`config.mk`:
```
export PLATFORM = sky130hd
export DESIGN_NAME = mem_dump_reader
export DESIGN_NICKNAME = d
export VERILOG_FILES = /design/src/rtl/dump_pkg.sv /design/src/rtl/mem_dump_reader_byte_packer.sv /design/src/rtl/mem_dump_reader.sv
export SDC_FILE = /design/constraint.sdc
export NUM_CORES = 1
export LEC_CHECK = 0
export BUFFER_PORTS_ARGS = -buffer_cell sky130_fd_sc_hd__buf_2
export CAP_MARGIN = 20
export CORE_ASPECT_RATIO = 2
export CORE_UTILIZATION = 55
export CTS_BUF_LIST = sky130_fd_sc_hd__clkbuf_16
export CTS_CLUSTER_SIZE = 12
export DETAILED_ROUTE_END_ITERATION = 10
export HOLD_SLACK_MARGIN = 0.03
export PLACE_DENSITY = 0.94
export REMOVE_ABC_BUFFERS = 1
export SLEW_MARGIN = 20
export SYNTH_ARGS = -nofsm -noshare
export SYNTH_HDL_FRONTEND = slang
export SYNTH_SLANG_ARGS = --single-unit
```
`constraint.sdc`:
```
create_clock -name clk -period 5.1 [get_ports clk]
set_input_delay 0 -clock clk [delete_from_list [all_inputs] [get_ports clk]]
set_output_delay 0 -clock clk [all_outputs]
set_load 0.03 [all_outputs]
```
`src/rtl/dump_pkg.sv`:
```
// dump_pkg: definitions shared by the memory dump reader and the byte-wise
// loader. It holds the FSM state encoding, the word geometry, the default
// sizes, and the little-endian byte-lane macro.
//   BYTE_LANE(k) selects lane k of a 32-bit word (bits 8k+7:8k).

`ifndef DUMP_BYTE_LANE
`define DUMP_BYTE_LANE(k) (8*(k)) +: 8
`endif

package dump_pkg;

  localparam int BYTES_PER_WORD = 4;
  localparam int DEF_ADDR_W     = 12;
  localparam int DEF_REG_COUNT  = 16;
  localparam int DEF_REG_AW     = 4;

  typedef enum logic [2:0] {
    ST_IDLE,
    ST_REG,
    ST_MEM_ISSUE,
    ST_MEM_DRAIN,
    ST_OUT,
    ST_DONE
  } dump_state_e;

endpackage

```
`src/rtl/mem_dump_reader_byte_packer.sv`:
```
// byte_packer: builds one 32-bit word from byte lanes that arrive one at a time.
// Ports:
//   clk, reset         clock and asynchronous active-high reset
//   clr                zero the word (a new dump starts)
//   wr_en, lane        write byte_in into the given little-endian lane
//   byte_in            byte to store
//   word               assembled word

module byte_packer
  import dump_pkg::*;
(
  input  logic                                clk,
  input  logic                                reset,
  input  logic                                clr,
  input  logic                                wr_en,
  input  logic [$clog2(BYTES_PER_WORD)-1:0]   lane,
  input  logic [7:0]                          byte_in,
  output logic [31:0]                         word
);

  always_ff @(posedge clk or posedge reset) begin
    if (reset) begin
      word <= '0;
    end else if (clr) begin
      word <= '0;
    end else if (wr_en) begin
      word[`DUMP_BYTE_LANE(lane)] <= byte_in;
    end
  end

endmodule

```
`src/rtl/mem_dump_reader.sv`:
```
// mem_dump_reader: debug readback engine. When it sees start, it can first emit
// all register-file entries. It then reads word_count words of byte-addressed
// memory, packs the bytes little-endian, and streams them over valid/ready.
// Ports:
//   clk, reset                       clock, asynchronous active-high reset
//   start, dump_regs                 request pulse and "registers first" flag
//   base_addr, word_count            first byte address (word aligned), word count
//   reg_rd_addr / reg_rd_data        combinational register-file read port
//   mem_rd_en/addr / mem_rd_data     byte memory read port, one-cycle latency
//   out_valid/ready/data/addr/is_reg output beat stream
//   busy, done                       request in flight, completion pulse
//
// State  | meaning
// IDLE   | waiting for start
// REG    | read register ri into the holding register
// ISSUE  | four byte reads at wa+0..3
// DRAIN  | capture the last byte in flight
// OUT    | present one beat until it is accepted
// DONE   | one-cycle done pulse

module mem_dump_reader
  import dump_pkg::*;
#(
  parameter int ADDR_W    = DEF_ADDR_W,
  parameter int REG_COUNT = DEF_REG_COUNT,
  parameter int REG_AW    = DEF_REG_AW
) (
  input  logic              clk,
  input  logic              reset,
  input  logic              start,
  input  logic              dump_regs,
  input  logic [ADDR_W-1:0] base_addr,
  input  logic [ADDR_W-2:0] word_count,
  output logic [REG_AW-1:0] reg_rd_addr,
  input  logic [31:0]       reg_rd_data,
  output logic              mem_rd_en,
  output logic [ADDR_W-1:0] mem_rd_addr,
  input  logic [7:0]        mem_rd_data,
  output logic              out_valid,
  input  logic              out_ready,
  output logic [31:0]       out_data,
  output logic [ADDR_W-1:0] out_addr,
  output logic              out_is_reg,
  output logic              busy,
  output logic              done
);

  localparam int LANE_W = $clog2(BYTES_PER_WORD);

  dump_state_e       state, state_nxt;
  logic [REG_AW-1:0] ri;
  logic [LANE_W-1:0] k;
  logic [ADDR_W-1:0] wa;
  logic [ADDR_W-2:0] remaining;
  logic [31:0]       reg_q;
  logic              is_reg_q;
  logic              rd_pend;
  logic [LANE_W-1:0] rd_lane;
  logic [31:0]       pk_word;
  logic              accept;
  logic              last_reg;

  assign accept   = (state == ST_IDLE) && start;
  assign last_reg = (ri == REG_AW'(REG_COUNT - 1));

  always_ff @(posedge clk or posedge reset) begin
    if (reset) state <= ST_IDLE;
    else       state <= state_nxt;
  end

  always_comb begin
    state_nxt = state;
    case (state)
      ST_IDLE: begin
        if (start) begin
          if (dump_regs)            state_nxt = ST_REG;
          else if (word_count != 0) state_nxt = ST_MEM_ISSUE;
          else                      state_nxt = ST_DONE;
        end
      end
      ST_REG:       state_nxt = ST_OUT;
      ST_MEM_ISSUE: if (k == LANE_W'(BYTES_PER_WORD - 1)) state_nxt = ST_MEM_DRAIN;
      ST_MEM_DRAIN: state_nxt = ST_OUT;
      ST_OUT: begin
        if (out_ready) begin
          if (is_reg_q && !last_reg) state_nxt = ST_REG;
          else if (is_reg_q)         state_nxt = (remaining != 0) ? ST_MEM_ISSUE : ST_DONE;
          // Memory beat: 'remaining' still counts the word being accepted.
          else                       state_nxt = (remaining != 1) ? ST_MEM_ISSUE : ST_DONE;
        end
      end
      ST_DONE:  state_nxt = ST_IDLE;
      default:  state_nxt = ST_IDLE;
    endcase
  end

  always_ff @(posedge clk or posedge reset) begin
    if (reset) begin
      ri        <= '0;
      k         <= '0;
      wa        <= '0;
      remaining <= '0;
      reg_q     <= '0;
      is_reg_q  <= 1'b0;
      rd_pend   <= 1'b0;
      rd_lane   <= '0;
    end else begin
      rd_pend <= mem_rd_en;
      rd_lane <= k;
      if (accept) begin
        wa        <= base_addr & ~ADDR_W'(BYTES_PER_WORD - 1);
        remaining <= word_count;
        ri        <= '0;
        k         <= '0;
        is_reg_q  <= 1'b0;
      end
      case (state)
        ST_REG: begin
          reg_q    <= reg_rd_data;
          is_reg_q <= 1'b1;
        end
        ST_MEM_ISSUE: begin
          k        <= k + 1'b1;
          is_reg_q <= 1'b0;
        end
        ST_OUT: begin
          if (out_ready) begin
            if (is_reg_q) begin
              ri <= last_reg ? '0 : ri + 1'b1;
            end else begin
              wa        <= wa + ADDR_W'(BYTES_PER_WORD);
              remaining <= remaining - 1'b1;
            end
          end
        end
        default: ;
      endcase
    end
  end

  // The byte for lane k returns one cycle after its read, so the write lags issue.
  byte_packer u_packer (
    .clk     (clk),
    .reset   (reset),
    .clr     (accept),
    .wr_en   (rd_pend),
    .lane    (rd_lane),
    .byte_in (mem_rd_data),
    .word    (pk_word)
  );

  assign mem_rd_en   = (state == ST_MEM_ISSUE);
  assign mem_rd_addr = mem_rd_en ? (wa | ADDR_W'(k)) : '0;
  assign reg_rd_addr = (state == ST_REG) ? ri : '0;
  assign out_valid   = (state == ST_OUT);
  assign out_is_reg  = is_reg_q;
  assign out_data    = is_reg_q ? reg_q : pk_word;
  assign out_addr    = is_reg_q ? ADDR_W'(ri) : wa;
  assign busy        = (state != ST_IDLE) && (state != ST_DONE);
  assign done        = (state == ST_DONE);

endmodule
```
# --- Word level (Yosys, flattened, before mapping) ---
# Index checks and enable logic that the tools add are counted.
classes:
  shift: 2
  n_addsub: 5
  muxes: 34
  bitwise_logic: 1
  n_reduce_logical: 13
  eq_ne: 12
ops:
  columns: ["operator", "count"]
  rows:
  - ["$mux W32", 3]
  - ["$mux W12", 6]
  - ["$mux W11", 4]
  - ["$neg A5 Y34", 1]
  - ["$shift A8 B34 Y32 const A", 1]
  - ["$shiftx A8 B34 Y32", 1]
  - ["$bwmux W32", 1]
  - ["$mux W3", 9]
  - ["$mux W4", 6]
  - ["$reduce_bool A11 Y1", 2]
  - ["$add A12 B3 Y12 const B", 1]
  - ["$or A12 B2 Y12", 1]
  - ["$pmux W3 S4", 1]
  - ["$ne A11 B1 Y1 const B", 1]
  - ["$sub A11 B1 Y11 const B", 1]
  - ["$eq A3 B2 Y1 const B", 2]
  - ["$eq A3 B3 Y1 const B", 2]
  - ["$reduce_bool A3 Y1", 2]
  - ["$add A4 B1 Y4 const B", 1]
  - ["$eq A4 B4 Y1 const B", 1]
  - ["$mux W2", 2]
  - ["$ne A2 B1 Y1 const B", 2]
  - ["$reduce_bool A2 Y1", 2]
  - ["$eq A3 B1 Y1 const B", 1]
  - ["other kinds (11)", 13]
word_totals:
  reg_bits: 100
  out_inout_bits: 65
  wordCells: 77
  inputBits: 68

# --- Longest topological paths before layout ---
# Gate-level depths: netlist of the first run.
depth:
  ltp_word: 6
  ltp_mapped: 7
  depth_no_buf: 6

# --- Hierarchy ---
# Synthesis of the first run repeated with hierarchy kept, for this count alone.
unflattened:
  cells_unflattened: 465
  hier_area_um2: 5270.1
modules_own_cells:
  columns: ["module", "instances", "seq_area_each_um2", "cells_each", "area_per_inst_um2"]
  rows:
  - ["mem_dump_reader", 1, 1701.6, 350, 3799.9]
  - ["byte_packer", 1, 800.8, 115, 1470.2]

# --- Worst setup path before layout of the first run ---
# OpenSTA, ideal clock, no wires.
synth_timing:
  path_type: "register to register"
  start: "register remaining[0]"
  end: "register remaining[10]"
  t_arrival_ns: 1.856
  period_less_slack_ns: 1.921
  path_stages_with_launch: 7
  setup_ns: 0.065
  setup_slack_ns: 3.179
  cell_sequence: "dfrtp_1 inv_1 ha_1 or3b_1 or4_1 a21oi_1 o221a_2"
synth_via:
  elab_chain_len: 4
synth_rtl:
  columns: ["item", "line", "rtl"]
  rows:
  - ["from (decl)", "mem_dump_reader.sv:54", "logic [ADDR_W-2:0] remaining;"]
  - ["from (signal assigned)", "mem_dump_reader.sv:112", "remaining <= word_count;"]
  - ["from (signal assigned)", "mem_dump_reader.sv:132", "remaining <= remaining - 1'b1;"]
  - ["$sub A11 B1 Y11", "mem_dump_reader.sv:132", null]
  - ["$mux W11", "mem_dump_reader.sv:128", "if (is_reg_q) begin"]
  - ["$mux W11", "mem_dump_reader.sv:127", "if (out_ready) begin"]
  - ["$mux W11", "mem_dump_reader.sv:117", "case (state)"]
# No other way between the ends.
# A chain may end at the register's enable or synchronous reset.

# --- Final worst setup path of the first run ---
layout_timing:
  start: "register state[2]"
  end: "register remaining[10]"
layout_via:
  elab_chain_len: 6
  elab_cells_between_ends: 7
  classes_between: "eq/ne (1); mux (4); reduce/logical (2)"
layout_rtl:
  columns: ["item", "line", "rtl"]
  rows:
  - ["from (decl)", "mem_dump_reader.sv:50", "dump_state_e state, state_nxt;"]
  - ["from (signal assigned)", "mem_dump_reader.sv:68", "else state <= state_nxt;"]
  - ["$logic_not A3 Y1", "mem_dump_reader.sv:63", "assign accept = (state == ST_IDLE) && start;"]
  - ["$logic_and A1 B1 Y1", "mem_dump_reader.sv:63", null]
  - ["$mux W11", "mem_dump_reader.sv:110", "if (accept) begin"]
  - ["$mux W11", "mem_dump_reader.sv:128", null]
  - ["$mux W11", "mem_dump_reader.sv:127", null]
  - ["$mux W11 *", "mem_dump_reader.sv:117", null]
# Every way passes the cells marked *; elsewhere a longest branch is shown, timed or not.

==> results.py, run 1 <==
metrics = {
    "timing": {
        "worst_pin_slew_ns": 0.9062,
        "finalCritPeriodShare_pct": 46.68,
        "slew_viol_final": 0,
        "slew_headroom_pct": 39.12,
        "max_freq_mhz": 420.1,
        "setup_violations": 0,
        "fin_skew_ns": 0.003089,
        "final_hold_viol_count": 0,
        "rsz0062_at_grt": "no",
        "period_minus_slack_ns": 2.380,
        "fin_setup_tns_ns": 0,
    },
    "logic_synthesis": {
        "synth_top_area_share_pct": 49.79,
        "netlist_instances": 440,
        "yosysSeqAreaShare_pct": 49.79,
        "yosysWarnings": 0,
        "async_reset_ff_share_pct": 100.0,
        "syn_avg_cell_area_um2": 11.42,
        "synth.cell_area_um2": 5026,
        "yosysTopAreaCell": "dfrtp_1",
        "synth_edf_count": 0,
        "synth_seq_cells": 100,
        "synthFlopType": "dfrtp_1",
        "yosysUniqueCellTypes": 54,
        "synth_area_leaders": "dfrtp_1 (50%), mux2_2 (15%), a22o_1 (4.5%)",
    },
    "final_layout": {
        "finalInstanceArea_um2": 6708,
        "syn_to_final_growth_pct": 33.46,
        "nets": 706,
        "n_antenna_cell": 0,
        "multi_input_area_um2": 2387,
        "drive_gt1_share_pct": 36.91,
        "largest_registers": "reg_q (32), u_packer.word (32), wa (12)",
        "regArea_um2": 2504,
        "fill_cells": 578,
    },
    "die": {
        "die_h_um": 137.2,
        "floorplan.initialDensity_pct": 56.15,
        "fp-row-count": 49,
        "coreArea_um2": 8951,
        "die_w_um": 69.60,
        "io_pins": 133,
        "dieArea_um2": 9548,
    },
    "job": {
        "drv_cap": 0,
    },
    "worst_setup_path": {
        "critPathRequiredTime_ns": 5.33,
        "crit_path_end_kind": "flop",
        "worst_setup_path_start_kind": "flop",
        "critPathLaunch": "state[2]",
        "worst_ep_arrival_time_ns": 2.61,
        "r2r_start": "state[2]",
        "worstSetupPathType": "reg2reg",
        "crit_fanout": 13,
    },
    "place": {
        "placed_cell_area_um2": 5758,
        "dp_hpwl_um": 9363,
        "portBuffers": 130,
        "routabilityCongestion": 0.8539,
    },
    "global_routing": {
        "grt_pass1_vias": 4746,
        "grt_antenna_before_repair": 0,
        "grt_usage_pct": 31.10,
        "grt_pass1_wl_um": 22920,
        "grt_overflow": 0,
        "grt_max_degree": 64,
    },
    "power": {
        "p_total_mw": 3.877,
        "power_density_nw_per_um2": 578.0,
        "irDropWorstVdd_uv": 501.0,
        "p_leak_nw": 3.200,
    },
    "routing": {
        "first_pass_iters": 4,
        "vias_per_cell": 6.140,
        "wire_per_inst_um": 19.95,
        "drtAntennaViolNets": 0,
        "wl_um": 14690,
        "drcViolationCount": 0,
        "drt-initial-drc-count": 382,
        "vias": 4519,
    },
    "clocking": {
        "h-tree-depth": 3,
        "clock-sinks": 100,
        "clockBufferDepth": 2,
        "cts_buffers": 9,
        "clk_pin_slew_ns": 0.07,
        "cts_tree": "yes",
        "clock_latency_ns": 0.34,
        "cts-root-buf": "clkbuf_16",
    },
    "hold_path": {
        "hp-class": "in2reg",
        "holdCritStartpoint": "start",
    },
    "outcome": {
        "status": "completed",
    },
}
cell usage in the layout, fill, tap and decap left out, types with 4 or more instances in the layout:
| cell | count |
|---|---|
| nand2_1 | 15 |
| a211oi_1 | 7 |
| nor4_1 | 5 |
| dfrtp_1 | 99 |
| nand3_1 | 12 |
| o21a_1 | 5 |
| a311oi_1 | 5 |
| a22o_1 | 26 |
| or4_1 | 4 |
| clkbuf_16 | 9 |
| and2_1 | 15 |
| nor2_1 | 43 |
| buf_2 | 130 |
| a22oi_1 | 9 |
| nor2b_1 | 8 |
| dlygate4sd3_1 | 64 |
| a21oi_1 | 18 |
| ha_1 | 9 |
| inv_1 | 11 |
| o221a_2 | 5 |
| buf_4 | 6 |
| o21ai_0 | 7 |
| mux2_2 | 69 |
area by class of cell:
cell class,count,area share (%)
Inverter,11,0.6529
Tap cell,102,1.903
Clock inverter,7,1.250
Multi-Input combinational cell,307,35.59
Sequential cell,100,37.33
Timing Repair Buffer,200,19.92
Clock buffer,9,3.358
critical path, cell delays in order, from the launching register on:
cell and delay (ns):
dfrtp_1 0.62, nand4bb_1 0.40, nor2_1 0.80, a21oi_1 0.15
o221a_2 0.29
Yosys cell counts (all sizes together) (2+ instances only):
cell / number
nor4b: 3
a22oi: 9
o32a: 2
a22o: 26
dfrtp: 100
nor2b: 8
nor3: 3
o21a: 5
nand2: 15
or3: 2
nor3b: 2
or4: 5
nor2: 43
o21ai: 8
inv: 10
clkbuf: 7
mux2: 69
ha: 9
a211oi: 7
and2: 15
a311oi: 5
o211ai: 3
a21oi: 18
o221a: 5
o22ai: 3
or3b: 2
and3: 3
nor4: 8
buf: 15
nand3: 12
routing by layer:
metal / up-vias / wire length (µm) / global-route usage [%]
met2: 215 / 8121 / 58.52
met1: 2223 / 5066 / 30.62
met4: 0 / 825 / 22.34
li1: 2020 / - / -
met5: - / 0 / 0
met3: 61 / 673 / 4.389
metrics by stage:
stage	hold slack [ns]	setup WS, ns	instances	utilization (%)
2_1_floorplan	0.1101	1.383	418	-
3_3_place_gp	0.05727	2.850	656	64.33
3_5_place_dp	0.05619	2.804	656	64.33
4_1_cts	0.1873	2.777	736	74.94
5_1_grt	0.2433	2.612	736	74.94
6_report	0.2084	2.720	736	74.94
kinds of logic (layout without fill, tap and decap cells):
kind of cell               count (synthesis)  count (layout)  synth area share [%]
AOI/OAI and AO/OA                        100             100                 15.04
xor gates and xnor gates                   1               1                0.1743
adders and majority gates                  9               9                 2.241
buffers and inverters                     33             227                 2.813
DFF                                      100             100                 49.79
muxes                                     70              70                 15.66
and+or+nand+nor                          127             127                 14.29
worst paths after layout:
check / depth (start not counted) / slack (ns) / endpoint
max: 4 / 2.72 / remaining[10]
min: 4 / 0.21 / state[0]
max reg2reg: 4 / 2.72 / remaining[10]
min reg2reg: 0 / 0.46 / rd_lane[1]
max in group asynchronous: 4 / 3.70 / reg_q[3]
min in group asynchronous: 3 / 0.24 / remaining[0]
power by group:
part           internal (mW)  total (mW)  switching (mW)
combinational          0.725        1.83            1.11
clock                  0.424       0.711           0.287
sequential              1.07        1.34           0.267
timing repair:
action	CTS	global route
endpoints found under the hold margin	119	0
endpoints found under the setup margin	0	0
setup buffers	0	0
hold buffers	64	0
resized for setup	0	0
Note: power is estimated with default switching activity, not from simulation.
==> run 2, diff against run 1 <==
--- a/config.mk
+++ b/config.mk
@@ -8,12 +8,12 @@
 export BUFFER_PORTS_ARGS = -buffer_cell sky130_fd_sc_hd__buf_2
 export CAP_MARGIN = 20
 export CORE_ASPECT_RATIO = 2
-export CORE_UTILIZATION = 55
+export CORE_UTILIZATION = 53
 export CTS_BUF_LIST = sky130_fd_sc_hd__clkbuf_16
 export CTS_CLUSTER_SIZE = 12
 export DETAILED_ROUTE_END_ITERATION = 10
 export HOLD_SLACK_MARGIN = 0.03
-export PLACE_DENSITY = 0.94
+export PLACE_DENSITY = 0.91
 export REMOVE_ABC_BUFFERS = 1
 export SLEW_MARGIN = 20
 export SYNTH_ARGS = -nofsm -noshare
==> constraint.sdc (replaced) <==
create_clock -name clk -period 2.45 [get_ports clk]
set_input_delay 0 -clock clk [delete_from_list [all_inputs] [get_ports clk]]
set_output_delay 0 -clock clk [all_outputs]
set_load 0.03 [all_outputs]
==> run 2 against run 1 <==
Compared with the run above: the flow now finishes with violations (DRC); first-iteration DRC count is 16% lower; via count is 1.1% higher; hold slack worse by 0.0080 ns; die area is 3.7% higher; fmax is 10% higher; clock skew is 0.0038 ns higher; non-clock buffer count is 6 higher; flip-flop and latch count stayed put; sequential share of layout area is 0.32 points lower; clock-buffer cell count stayed put; cell count is 1.1% higher; largest power group unchanged.
==> results.py, run 2 (synthesized netlist as in run 1, its figures left out) <==
metrics = {
    "outcome": {
        "status": "finished, violations left",
        "violations": "DRC",
    },
    "worst_setup_path": {
        "worst_path_max_delay_cell": "nor3_1",
        "worstPathBufferInverterCount": 1,
        "crit_fanout": 8,
        "crit_path_cell_trace": "inv_1 > ha_1 > nand3b_1 > nor3_1 > a22o_1",
        "worst_setup_path_start_kind": "flop",
        "critPathRequiredTime_ns": 2.72,
        "cp_top_family": "simple AND/OR/NAND/NOR gates",
        "reg2reg_slack_ns": 0.29,
        "worst_ep_arrival_time_ns": 2.43,
        "worstSetupPathType": "reg2reg",
        "cpPeakStageDelay_ns": 0.80,
        "crit_path_end_kind": "flop",
    },
    "die": {
        "dieArea_um2": 9901,
        "die_h_um": 139.7,
        "coreArea_um2": 9259,
        "die_w_um": 70.86,
        "fp-row-count": 50,
        "floorplan.initialDensity_pct": 54.28,
        "io_pins": 133,
    },
    "clocking": {
        "clk_pin_slew_ns": 0.07,
        "cts-root-buf": "clkbuf_16",
        "cts-hold-fix-buffers": 64,
        "post_cts.repair.setup_buffers": 0,
        "clock_latency_ns": 0.34,
        "cts_buffers": 9,
        "cts_tree": "yes",
        "clock-sinks": 100,
        "clockBufferDepth": 2,
        "cts_resized": 0,
        "h-tree-depth": 3,
    },
    "power": {
        "p_total_mw": 8.055,
        "irDropWorstVdd_uv": 799.5,
        "p_leak_nw": 3.220,
        "power_density_nw_per_um2": 1191,
    },
    "final_layout": {
        "layout_common_cells": "buf_2 (130), dfrtp_1 (99), mux2_2 (69), dlygate4sd3_1 (64), nor2_1 (43)",
        "syn_to_final_growth_pct": 34.60,
        "drive_gt1_share_pct": 37.66,
        "final_util_pct": 73.07,
        "final_cells": 744,
        "largest_registers": "reg_q (32), u_packer.word (32), wa (12)",
        "nets": 712,
        "layout.cells.most_common": "buf_2",
        "n_antenna_cell": 0,
    },
    "hold_path": {
        "hp-class": "in2reg",
    },
    "routing": {
        "vias": 4570,
        "drcViolationCount": 12,
        "drt-initial-drc-count": 319,
        "wl_um": 14640,
        "first_pass_iters": 10,
        "vias_per_cell": 6.142,
        "wire_per_inst_um": 19.67,
        "drtAntennaViolNets": 0,
    },
    "timing": {
        "fin_skew_ns": 0.006938,
        "setup_violations": 0,
        "final_hold_viol_count": 0,
        "slew_viol_final": 0,
        "slew_headroom_pct": 34.83,
        "hold_ws_ns": 0.2004,
        "finalCritPeriodShare_pct": 88.07,
        "worst_pin_slew_ns": 0.9700,
        "fin_setup_tns_ns": 0,
        "max_freq_mhz": 463.4,
        "period_minus_slack_ns": 2.158,
        "rsz0062_at_grt": "no",
    },
    "global_routing": {
        "grt_max_degree": 66,
        "grt_antenna_before_repair": 0,
        "grt_pass1_wl_um": 23290,
        "grt_overflow": 0,
        "grt_pass1_vias": 4825,
        "grt_usage_pct": 30.52,
    },
    "place": {
        "dp_hpwl_um": 9622,
        "placed_cells": 664,
        "routabilityCongestion": 0.8571,
        "portBuffers": 130,
    },
    "job": {
        "drv_cap": 0,
    },
}
==> run 2: changes by cell type in the layout (fill, tap and decap cells not counted), sizes merged <==
cell | previous run | this run
bufinv | 2 | 1
inv | 12 | 11
buf | 136 | 142
clkinvlp | 1 | 3
==> run 2: worst reg2reg max path: cells and delay by family (launching register included) <==
kind | cells | cell delay [ns]
AO/OA/AOI/OAI | 1 | 0.25
adder cells (fa/ha/maj) | 1 | 0.26
buffers and inverters | 1 | 0.10
AND/OR/NAND/NOR | 2 | 1.01
flip-flops | 1 | 0.46
==> run 2: through the flow <==
step,area [µm²],setup slack [ns]
6_report,6765,0.2922
4_1_cts,6765,0.3118
3_3_place_gp,5831,0.4279
3_5_place_dp,5831,0.3358
5_1_grt,6765,0.1546
2_1_floorplan,4926,-1.267
==> run 2: final cells by class <==
cell class | count | area [µm²]
clock inverters | 7 | 68.82
multi-input cells | 307 | 2387
clock buffers | 9 | 225.2
inverters | 11 | 43.79
fillers | 631 | 2494
well taps | 104 | 130.1
flip-flops and latches | 100 | 2504
repair buffers | 206 | 1406
==> run 2: final timing paths <==
kind	start	end	cells after the start
worst max-delay path	rd_lane[0]	u_packer.word[9]	5
worst min-delay path	start	state[0]	4
worst max register to register	rd_lane[0]	u_packer.word[9]	5
worst min register to register	k[1]	rd_lane[1]	0
max in group asynchronous	reset	reg_q[14]	4
min in group asynchronous	reset	state[0]	3
==> run 2: where the power goes <==
part           internal [mW]  switching (mW)
logic                   1.56            2.30
registers               2.23           0.565
clock network          0.786           0.617
==> run 2: per-layer routing <==
layer	GRT usage (%)	part of all wire, %	vias to the layer above	wire, µm
li1	-	-	2031	-
met1	30.86	34	2215	5011
met2	56.78	55	261	8055
met3	5.720	5.6	63	815
met4	17.26	5.2	0	756
met5	0	0	-	0
